===== src/rtl/vga_sync_decoder.sv =====
// VGA timing decoder: recovers pixel coordinates, measures line/frame lengths and reports lock.
// Define VGA_SYNC_DEC_ERRCNT_EN to build the saturating violation counter on err_count.
module vga_sync_decoder #(
  parameter int H_TOTAL     = 800,
  parameter int V_TOTAL     = 525,
  parameter int LOCK_FRAMES = 2
) (
  input  logic       clk,
  input  logic       rst,
  input  logic       vga_hs,
  input  logic       vga_vs,
  input  logic       vga_blank_n,
  output logic [9:0] pix_x,
  output logic [9:0] pix_y,
  output logic       pix_valid,
  output logic [9:0] line_len,
  output logic [9:0] frame_lines,
  output logic       locked,
  output logic       sync_error,
  output logic [7:0] err_count
);
  localparam logic [9:0] CNT_MAX = 10'h3FF;

  typedef enum logic [1:0] {SEARCH, MEASURE, LOCKED} state_t;

  state_t      state_q;
  logic [3:0]  gcnt_q;
  logic        hs_seen_q;
  logic        hs_q, hs_q2, vs_q, vs_q2, blank_q, blank_q2;
  logic [9:0]  hcnt_q, hcnt_d, vcnt_q, vcnt_d;
  logic [9:0]  pix_x_q, pix_x_d, pix_y_q, pix_y_d;
  logic [9:0]  line_len_q, line_len_d, frame_lines_q, frame_lines_d;
  logic        sync_error_q;

  logic        hs_fall, vs_fall, blank_fall;
  logic [10:0] hlen;
  logic        hs_missing, line_bad, frame_ok, err_d;

  assign hs_fall    = hs_q2 & ~hs_q;
  assign vs_fall    = vs_q2 & ~vs_q;
  assign blank_fall = blank_q2 & ~blank_q;
  assign hlen       = {1'b0, hcnt_q} + 11'd1;
  assign frame_ok   = (vcnt_q == 10'(V_TOTAL));
  assign hs_missing = (state_q != SEARCH) && (hcnt_q == CNT_MAX);
  // The first hs edge after realignment closes a partial line, so MEASURE skips it.
  assign line_bad   = hs_fall && (hlen != 11'(H_TOTAL)) &&
                      ((state_q == LOCKED) || ((state_q == MEASURE) && hs_seen_q));
  assign err_d      = hs_missing | line_bad | (vs_fall && !frame_ok && (state_q != SEARCH));

  always_comb begin
    hcnt_d     = (hcnt_q == CNT_MAX) ? hcnt_q : hcnt_q + 10'd1;
    line_len_d = line_len_q;
    if (hs_fall) begin
      hcnt_d     = '0;
      line_len_d = hlen[10] ? CNT_MAX : hlen[9:0];
    end
    vcnt_d        = vcnt_q;
    frame_lines_d = frame_lines_q;
    if (vs_fall) begin
      vcnt_d        = '0;
      frame_lines_d = vcnt_q;
    end else if (hs_fall && (vcnt_q != CNT_MAX)) begin
      vcnt_d = vcnt_q + 10'd1;
    end
    pix_x_d = '0;
    if (blank_q && blank_q2)
      pix_x_d = (pix_x_q == CNT_MAX) ? pix_x_q : pix_x_q + 10'd1;
    pix_y_d = pix_y_q;
    if (vs_fall)
      pix_y_d = '0;
    else if (blank_fall && (pix_y_q != CNT_MAX))
      pix_y_d = pix_y_q + 10'd1;
  end

  always_ff @(posedge clk) begin
    if (rst) begin
      state_q   <= SEARCH;
      gcnt_q    <= '0;
      hs_seen_q <= 1'b0;
    end else if (hs_missing || line_bad) begin
      state_q <= SEARCH;
    end else begin
      case (state_q)
        SEARCH: if (vs_fall) begin
          state_q   <= MEASURE;
          gcnt_q    <= '0;
          hs_seen_q <= 1'b0;
        end
        MEASURE: begin
          if (hs_fall) hs_seen_q <= 1'b1;
          if (vs_fall) begin
            if (frame_ok) begin
              gcnt_q <= gcnt_q + 4'd1;
              if (gcnt_q + 4'd1 == 4'(LOCK_FRAMES)) state_q <= LOCKED;
            end else begin
              gcnt_q <= '0;
            end
          end
        end
        LOCKED: if (vs_fall && !frame_ok) begin
          state_q <= MEASURE;
          gcnt_q  <= '0;
        end
        default: state_q <= SEARCH;
      endcase
    end
  end

  always_ff @(posedge clk) begin
    if (rst) begin
      hs_q          <= 1'b0;
      hs_q2         <= 1'b0;
      vs_q          <= 1'b0;
      vs_q2         <= 1'b0;
      blank_q       <= 1'b0;
      blank_q2      <= 1'b0;
      hcnt_q        <= '0;
      vcnt_q        <= '0;
      pix_x_q       <= '0;
      pix_y_q       <= '0;
      line_len_q    <= '0;
      frame_lines_q <= '0;
      sync_error_q  <= 1'b0;
    end else begin
      hs_q          <= vga_hs;
      hs_q2         <= hs_q;
      vs_q          <= vga_vs;
      vs_q2         <= vs_q;
      blank_q       <= vga_blank_n;
      blank_q2      <= blank_q;
      hcnt_q        <= hcnt_d;
      vcnt_q        <= vcnt_d;
      pix_x_q       <= pix_x_d;
      pix_y_q       <= pix_y_d;
      line_len_q    <= line_len_d;
      frame_lines_q <= frame_lines_d;
      sync_error_q  <= err_d;
    end
  end

`ifdef VGA_SYNC_DEC_ERRCNT_EN
  logic [7:0] err_count_q;
  always_ff @(posedge clk) begin
    if (rst)
      err_count_q <= '0;
    else if (err_d && (err_count_q != 8'hFF))
      err_count_q <= err_count_q + 8'd1;
  end
  assign err_count = err_count_q;
`else
  assign err_count = '0;
`endif

  assign pix_x       = pix_x_q;
  assign pix_y       = pix_y_q;
  assign locked      = (state_q == LOCKED);
  assign pix_valid   = blank_q2 & locked;
  assign line_len    = line_len_q;
  assign frame_lines = frame_lines_q;
  assign sync_error  = sync_error_q;
endmodule

===== config.mk =====
export PLATFORM = sky130hd
export DESIGN_NAME = vga_sync_decoder
export DESIGN_NICKNAME = d
export VERILOG_FILES = /design/src/rtl/vga_sync_decoder.sv
export SDC_FILE = /design/constraint.sdc
export NUM_CORES = 1
export LEC_CHECK = 0
export CORE_ASPECT_RATIO = 1.25
export CORE_MARGIN = 4
export CORE_UTILIZATION = 57
export CTS_BUF_LIST = sky130_fd_sc_hd__clkbuf_8 sky130_fd_sc_hd__clkbuf_16
export DETAILED_ROUTE_END_ITERATION = 8
export PLACE_DENSITY_LB_ADDON = 0.05
export RECOVER_POWER = 100
export SETUP_SLACK_MARGIN = 0.15
export SYNTH_ARGS = -nofsm -noshare
export SYNTH_HDL_FRONTEND = slang
export SYNTH_SLANG_ARGS = --single-unit

===== constraint.sdc =====
create_clock -name clk -period 2.86 [get_ports clk]
set_input_delay 0.715 -clock clk [delete_from_list [all_inputs] [get_ports clk]]
set_output_delay 0.715 -clock clk [all_outputs]
set_load 0.02 [all_outputs]

# Yosys cells after proc, flatten, opt, wreduce, memory -nomap -nowiden
# Cells that the tools add are included.
[word_totals] ff_bits=74 latch_bits=0 ram_bits=0 rom_bits=0 inputBits=5 n_memories=0
[op_classes] addsub=6 mul=0 n_div=0 n_lt_le_gt_ge=0 n_eq_ne=15 shift=0 mux=15 bitwise=11 n_reduce_logical=23
[ops] op="10-bit by 1-bit adder with 10-bit output, second input constant" count=4
[ops] op="10-bit equality test, second input constant" count=3
[ops] op="10-bit != test, second input constant" count=2
[ops] op="4-bit 2-to-1 mux" count=4
[ops] op="4-bit one-hot mux with 3 select lines" count=1
[ops] op="10-bit by 1-bit adder with 11-bit output, second input constant" count=1
[ops] op="11-bit by 10-bit != test with 1-bit output, second input constant" count=1
[ops] op="10-bit 2-to-1 mux" count=1
[ops] op="2-bit 2-to-1 mux" count=5
[ops] op="5-bit AND reduction" count=2
[ops] op="1-bit logical AND" count=9
[ops] op="2-bit != test, second input constant" count=4
[ops] op="2-bit OR reduction" count=4
[ops] op="2-bit one-hot mux with 3 select lines" count=1
[ops] op="1-bit inverter" count=5
[ops] op="4-bit by 1-bit adder with 4-bit output, second input constant" count=1
[ops] op="1-bit bitwise AND" count=4
[ops] op="4-bit by 2-bit equality test with 1-bit output, second input constant" count=1
[ops] op="2-bit by 1-bit != test with 1-bit output, second input constant" count=2
[ops] op="4-bit AND reduction" count=1
[ops] op="2-bit nonzero test" count=2
[ops] op="3-bit nonzero test" count=1
[ops] op="2-bit by 1-bit equality test with 1-bit output, second input constant" count=1
[ops] op="2-bit equality test, second input constant" count=1
[ops] op="other kinds (6)" count=9

# Logic depth before layout (Yosys ltp)
[logic_depth] depth_word=7 depth_mapped=9 ltp_nobuf=9

# Worst setup path after synthesis
# OpenSTA, ideal clock, no wires.
[synth_path] path_kind="flip-flop to flip-flop" startpoint="register hcnt_q[0]" endpoint="register gcnt_q[2]" setup_time_ps=127 arrival_time_ps=1759 setup_slack_ps=973 path_stages_with_launch=8 synth_period_minus_slack_ps=1887 path_cell_list="dfxtp_1 -> ha_1 -> or2_2 -> mux2i_1 -> o2111ai_1 -> nor2b_4 -> o41ai_2 -> o21ai_1"
[synth_between] elab_chain_len=7 elab_cells_between_ends=9 cone_classes="add/sub: 1; eq/ne: 2; bitwise: 1; reduce/logical: 5"
[synth_lines] item="start, declared" line_no="30" rtl="logic [9:0] hcnt_q, hcnt_d, vcnt_q, vcnt_d;"
[synth_lines] item="start signal, assigned" line_no="131" rtl="hcnt_q <= hcnt_d;"
[synth_lines] item="10-bit by 1-bit adder with 11-bit output" line_no="42" rtl="assign hlen = {1'b0, hcnt_q} + 11'd1;"
[synth_lines] item="11-bit by 10-bit != test with 1-bit output" line_no="46" rtl="assign line_bad = hs_fall && (hlen != 11'(H_TOTAL)) &&"
[synth_lines] item="1-bit logical AND (2 in series)" line_no="46"
[synth_lines] item="1-bit logical OR *" line_no="80" rtl="end else if (hs_missing || line_bad) begin"
[synth_lines] item="1-bit inverter (no source line) *"
[synth_lines] item="5-bit AND reduction (no source line) *"
[synth_lines] item="end signal, assigned" line_no="93" rtl="gcnt_q <= gcnt_q + 4'd1;"
[synth_lines] item="end, declared" line_no="27" rtl="logic [3:0] gcnt_q;"
# Mark *: on every way between the ends. The rest lies on a longest branch, timed or not.
# A chain may end at the register's enable or synchronous reset.

# Worst setup path in the final report
[layout_path] startpoint="register state_q[1]" endpoint="output port pix_valid"
[layout_between] elab_chain_len=2
[layout_lines] item="start, declared" line_no="26" rtl="state_t state_q;"
[layout_lines] item="start signal, assigned" line_no="77" rtl="state_q <= SEARCH;"
[layout_lines] item="start signal, assigned" line_no="81" rtl="state_q <= SEARCH;"
[layout_lines] item="start signal, assigned" line_no="85" rtl="state_q <= MEASURE;"
[layout_lines] item="2-bit equality test" line_no="156" rtl="assign locked = (state_q == LOCKED);"
[layout_lines] item="1-bit bitwise AND" line_no="157" rtl="assign pix_valid = blank_q2 & locked;"
[layout_lines] item="end, declared" line_no="15" rtl="output logic pix_valid,"
# Every way passes these cells.

==> reports/summary.md <==
The tools report the required arrival time at the worst endpoint as 2.14 ns. The tools report the number of maximum-capacitance violations as 0. The tools report the net total in the final layout as 448. The count of buffers from port buffering works out to 47. The largest voltage drop on the vdd net is 0.304 mV. In this design, the largest share of critical-path delay is due to buffers and inverters. In this run the power density over the cells is 557 nW/um^2.

The initial core utilization came out at 0.583. The nature of the critical path endpoint is an output pin. In the final routed layout, each cell accounts on average for 13.3 um. The top cell type's share of synthesized area was 0.440. Total detailed-routing wirelength: 6740 um. Pin placement for this block handled 56 I/O pins. The logs give 1.88 ns for the worst endpoint data arrival time and 5780 sq um for the placeable core region. The analysis attributes to cell leakage a power of 1.61 nW.

Once the clock tree was built, the setup fixing pass inserted 0 buffers. Counting the buffers created by CTS gives 9. The number of warnings reported in the yosys synthesis log is 0, and the die outline area is 7210 sq um. The average instance in the mapped netlist occupies 8.72 sq um. The area growth from synthesis to final layout was 21.3%. The async set or reset register ratio after synthesis was 0; the number of buffers added to fix hold violations after cts was 0. The number of inserted diodes is 0.

The pin count of the biggest net entering global routing is 27, and the via count normalized by instance count is 5.42. The number of antenna violations at the first check in global routing was 0; the post-route minimum period was 2.59 ns. The longest clock path from root to sink contains 2 buffers.

In the synthesized netlist, the number of instances is 386. After synthesis, the netlist uses 53 different library cells. Slew at the pin closest to its max-slew limit: 1.05 ns. STA classifies the critical path startpoint as a flip-flop.

For this block, the via count after detailed routing is 2748. For the final count of pins violating max slew, the log shows 0. CTS built an H-tree with a depth of 3. Setup repair after global routing left no endpoint under its margin. Synthesized flop and latch total: 74. For this run, the leading register cell type out of synthesis is dfxtp_1. The share of the clock period used by the worst path after layout is 0.906.

The worst hold path belongs to the class flip-flop to flip-flop. The worst-path cell with the longest stage delay was dlygate4sd3_1. Share of final-layout standard cells stronger than drive strength 1: 0.0658. TritonCTS built the clock tree. Walking the worst path, the cells encountered are inv_1, nor2_2, and2_1, dlygate4sd3_1. The DRC violation count after routing is 0, and the highest fanout seen on the critical path is 7. Once detailed placement completed, the half-perimeter wirelength came to 4790 um. In this run the horizontal extent of the chip is 76.7 um. Clock sink count: 74.

For the routability congestion estimate from global placement, the log shows 0.866. The run finished with clean final reports. The later pin in the worst-skew pair is clocked with a latency of 0.35 ns. The root buffer cell chosen for the clock tree is clkbuf_8. The chip height is 93.9 um, and the final number of hold-violating endpoints is 0. For the post-synth design cell area, the log shows 3370 sq um. For this run, the detailed router's first-pass iteration total came to 4. The worst slew slack as a fraction of its limit was 0.303; the number of global-route vias before repair was 2577.

The global route total overflow was 0. For this run, the slowest stage of the critical path takes 0.66 ns. The post-synthesis sequential area ratio was 0.440. The total of endpoints with negative setup slack in the final report is 0, and the total global routing track utilization is 0.198. The cell accounting for the most synthesized area was dfxtp_1. After clock tree synthesis, the clock-pin slew on the worst setup and hold paths is 0.07 ns. The instance count after placement with tap cells included was 491. The row count is 31.

By area the synthesized netlist is led by dfxtp_1 (44%), nor2_1 (7.2%), nand2_1 (4.7%), xor2_1 (3.6%), a21oi_1 (3.6%). The top achievable clock speed came out at 0.386 GHz. The critical path contains buffers and inverters numbering 2 combined. For the DRC marker count from the first detailed-route iteration, the log shows 107. Type of the setup path with the least slack: flip-flop to output pin. For the final database, setup skew stands at 0.00849 ns. The final antenna-violating net count came out at 0. The sum of negative setup slack is 0 ns, and the number of flops mapped to enable cells by yosys is 0. The count of cells in the finished layout, fillers not included, comes to 507. For the first-pass GRT wire length, the log shows 11400 um.
power by group:
group / internal, mW / total, mW / leakage, nW / switching, mW
Clock: 0.739 / 1.12 / 0.143 / 0.376
Combinational: 0.0353 / 0.0977 / 0.867 / 0.0624
Sequential: 1.05 / 1.06 / 0.599 / 0.0161
synthesized netlist by cell type, drive strengths merged, types with 11 or more instances:
cell type,count
nor2b,14
nand2,42
o21ai,12
xor2,14
nand4,13
dfxtp,74
nor2,66
xnor2,12
a21oi,24
clkbuf,11
cell families (layout without fill, tap and decap cells):
logic type      Yosys count  after routing  synth area share
xor+xnor                 26             26            0.0676
compound gates           58             58             0.112
other cells               1              8           0.00111
buf+inv                  26             74            0.0453
simple gates            187            187             0.287
fa+ha+maj                 7              7            0.0260
flops                    74             74             0.440
mux                       7              7            0.0208
worst min-delay path, delay by kind of cell, from the launching register on:
family / cells / cell delay, ns
AOI/OAI and AO/OA: 1 / 0.05
DFF: 1 / 0.31
and+or+nand+nor: 1 / 0.05
state kept, by name, indices dropped and copies added (netlist names):
signal       flops
gcnt_q           4
blank_q          1
hs_q             1
vs_q             1
blank_q2         1
line_len        10
pix_y           10
frame_lines     10
sync_error       1
vs_q2            1
hs_seen_q        1
pix_x           10
hcnt_q          10
state_q          2
vcnt_q          10
hs_q2            1
per-stage QoR:
step                instance area [sq um]  utilization  worst slack, ns  total power [mW]  hold WS [ns]
detailed placement                   3860        0.667            0.659              1.19         0.453
finish                               4090        0.707            0.268              2.27         0.458
global route                         4090        0.707            0.143              2.36         0.485
floorplan                            3390            -            0.973              1.16         0.450
CTS                                  4140        0.717            0.265              2.30         0.464
global placement                     3860        0.667            0.718              1.19         0.451
per-layer routing:
metal	global-route usage	wire, um
met1	0.215	2870
met2	0.358	3460
met3	0.0557	284
met4	0.0876	125
met5	0	0
worst paths after layout:
| path | start | endpoint | slack, ns | depth (start not counted) |
|---|---|---|---|---|
| max | state_q[1]$_SDFFE_PP0P_ | pix_valid | 0.27 | 4 |
| min | frame_lines[0]$_SDFFE_PP0P_ | frame_lines[0]$_SDFFE_PP0P_ | 0.46 | 2 |
| max reg2reg | hcnt_q[0]$_SDFFE_PP0P_ | gcnt_q[1]$_SDFFE_PP0P_ | 0.34 | 6 |
| min reg2reg | frame_lines[0]$_SDFFE_PP0P_ | frame_lines[0]$_SDFFE_PP0P_ | 0.46 | 2 |
what timing repair did:
item	CTS	global route
resized for setup	0	1
hold endpoints to repair	0	0
setup endpoints to repair	0	1
cell type report:
class	instances	area, sq um
clock inverters	4	120
repair buffers	53	500
multi-input cells	293	1720
flip-flops and latches	74	1480
clock buffers	12	165
inverters	5	18.8
fillers	471	1690
well taps	66	82.6
layout by cell type, fill, tap and decap left out, types with 5 or more instances in the layout:
master | synthesis | layout
a211oi_1 | 7 | 7
a21oi_1 | 24 | 24
and3_1 | 9 | 9
clkbuf_8 | 1 | 12
conb_1 | 1 | 8
dfxtp_1 | 74 | 74
dlygate4sd3_1 | 0 | 44
ha_1 | 7 | 7
inv_1 | 5 | 5
mux2i_1 | 7 | 7
nand2_1 | 42 | 42
nand3_1 | 9 | 9
nand4_1 | 11 | 12
nor2_1 | 65 | 64
nor2b_1 | 13 | 14
nor3_1 | 8 | 9
o21ai_0 | 11 | 12
xnor2_1 | 12 | 12
xor2_1 | 14 | 14
Note: power is estimated with default switching activity, not from simulation.
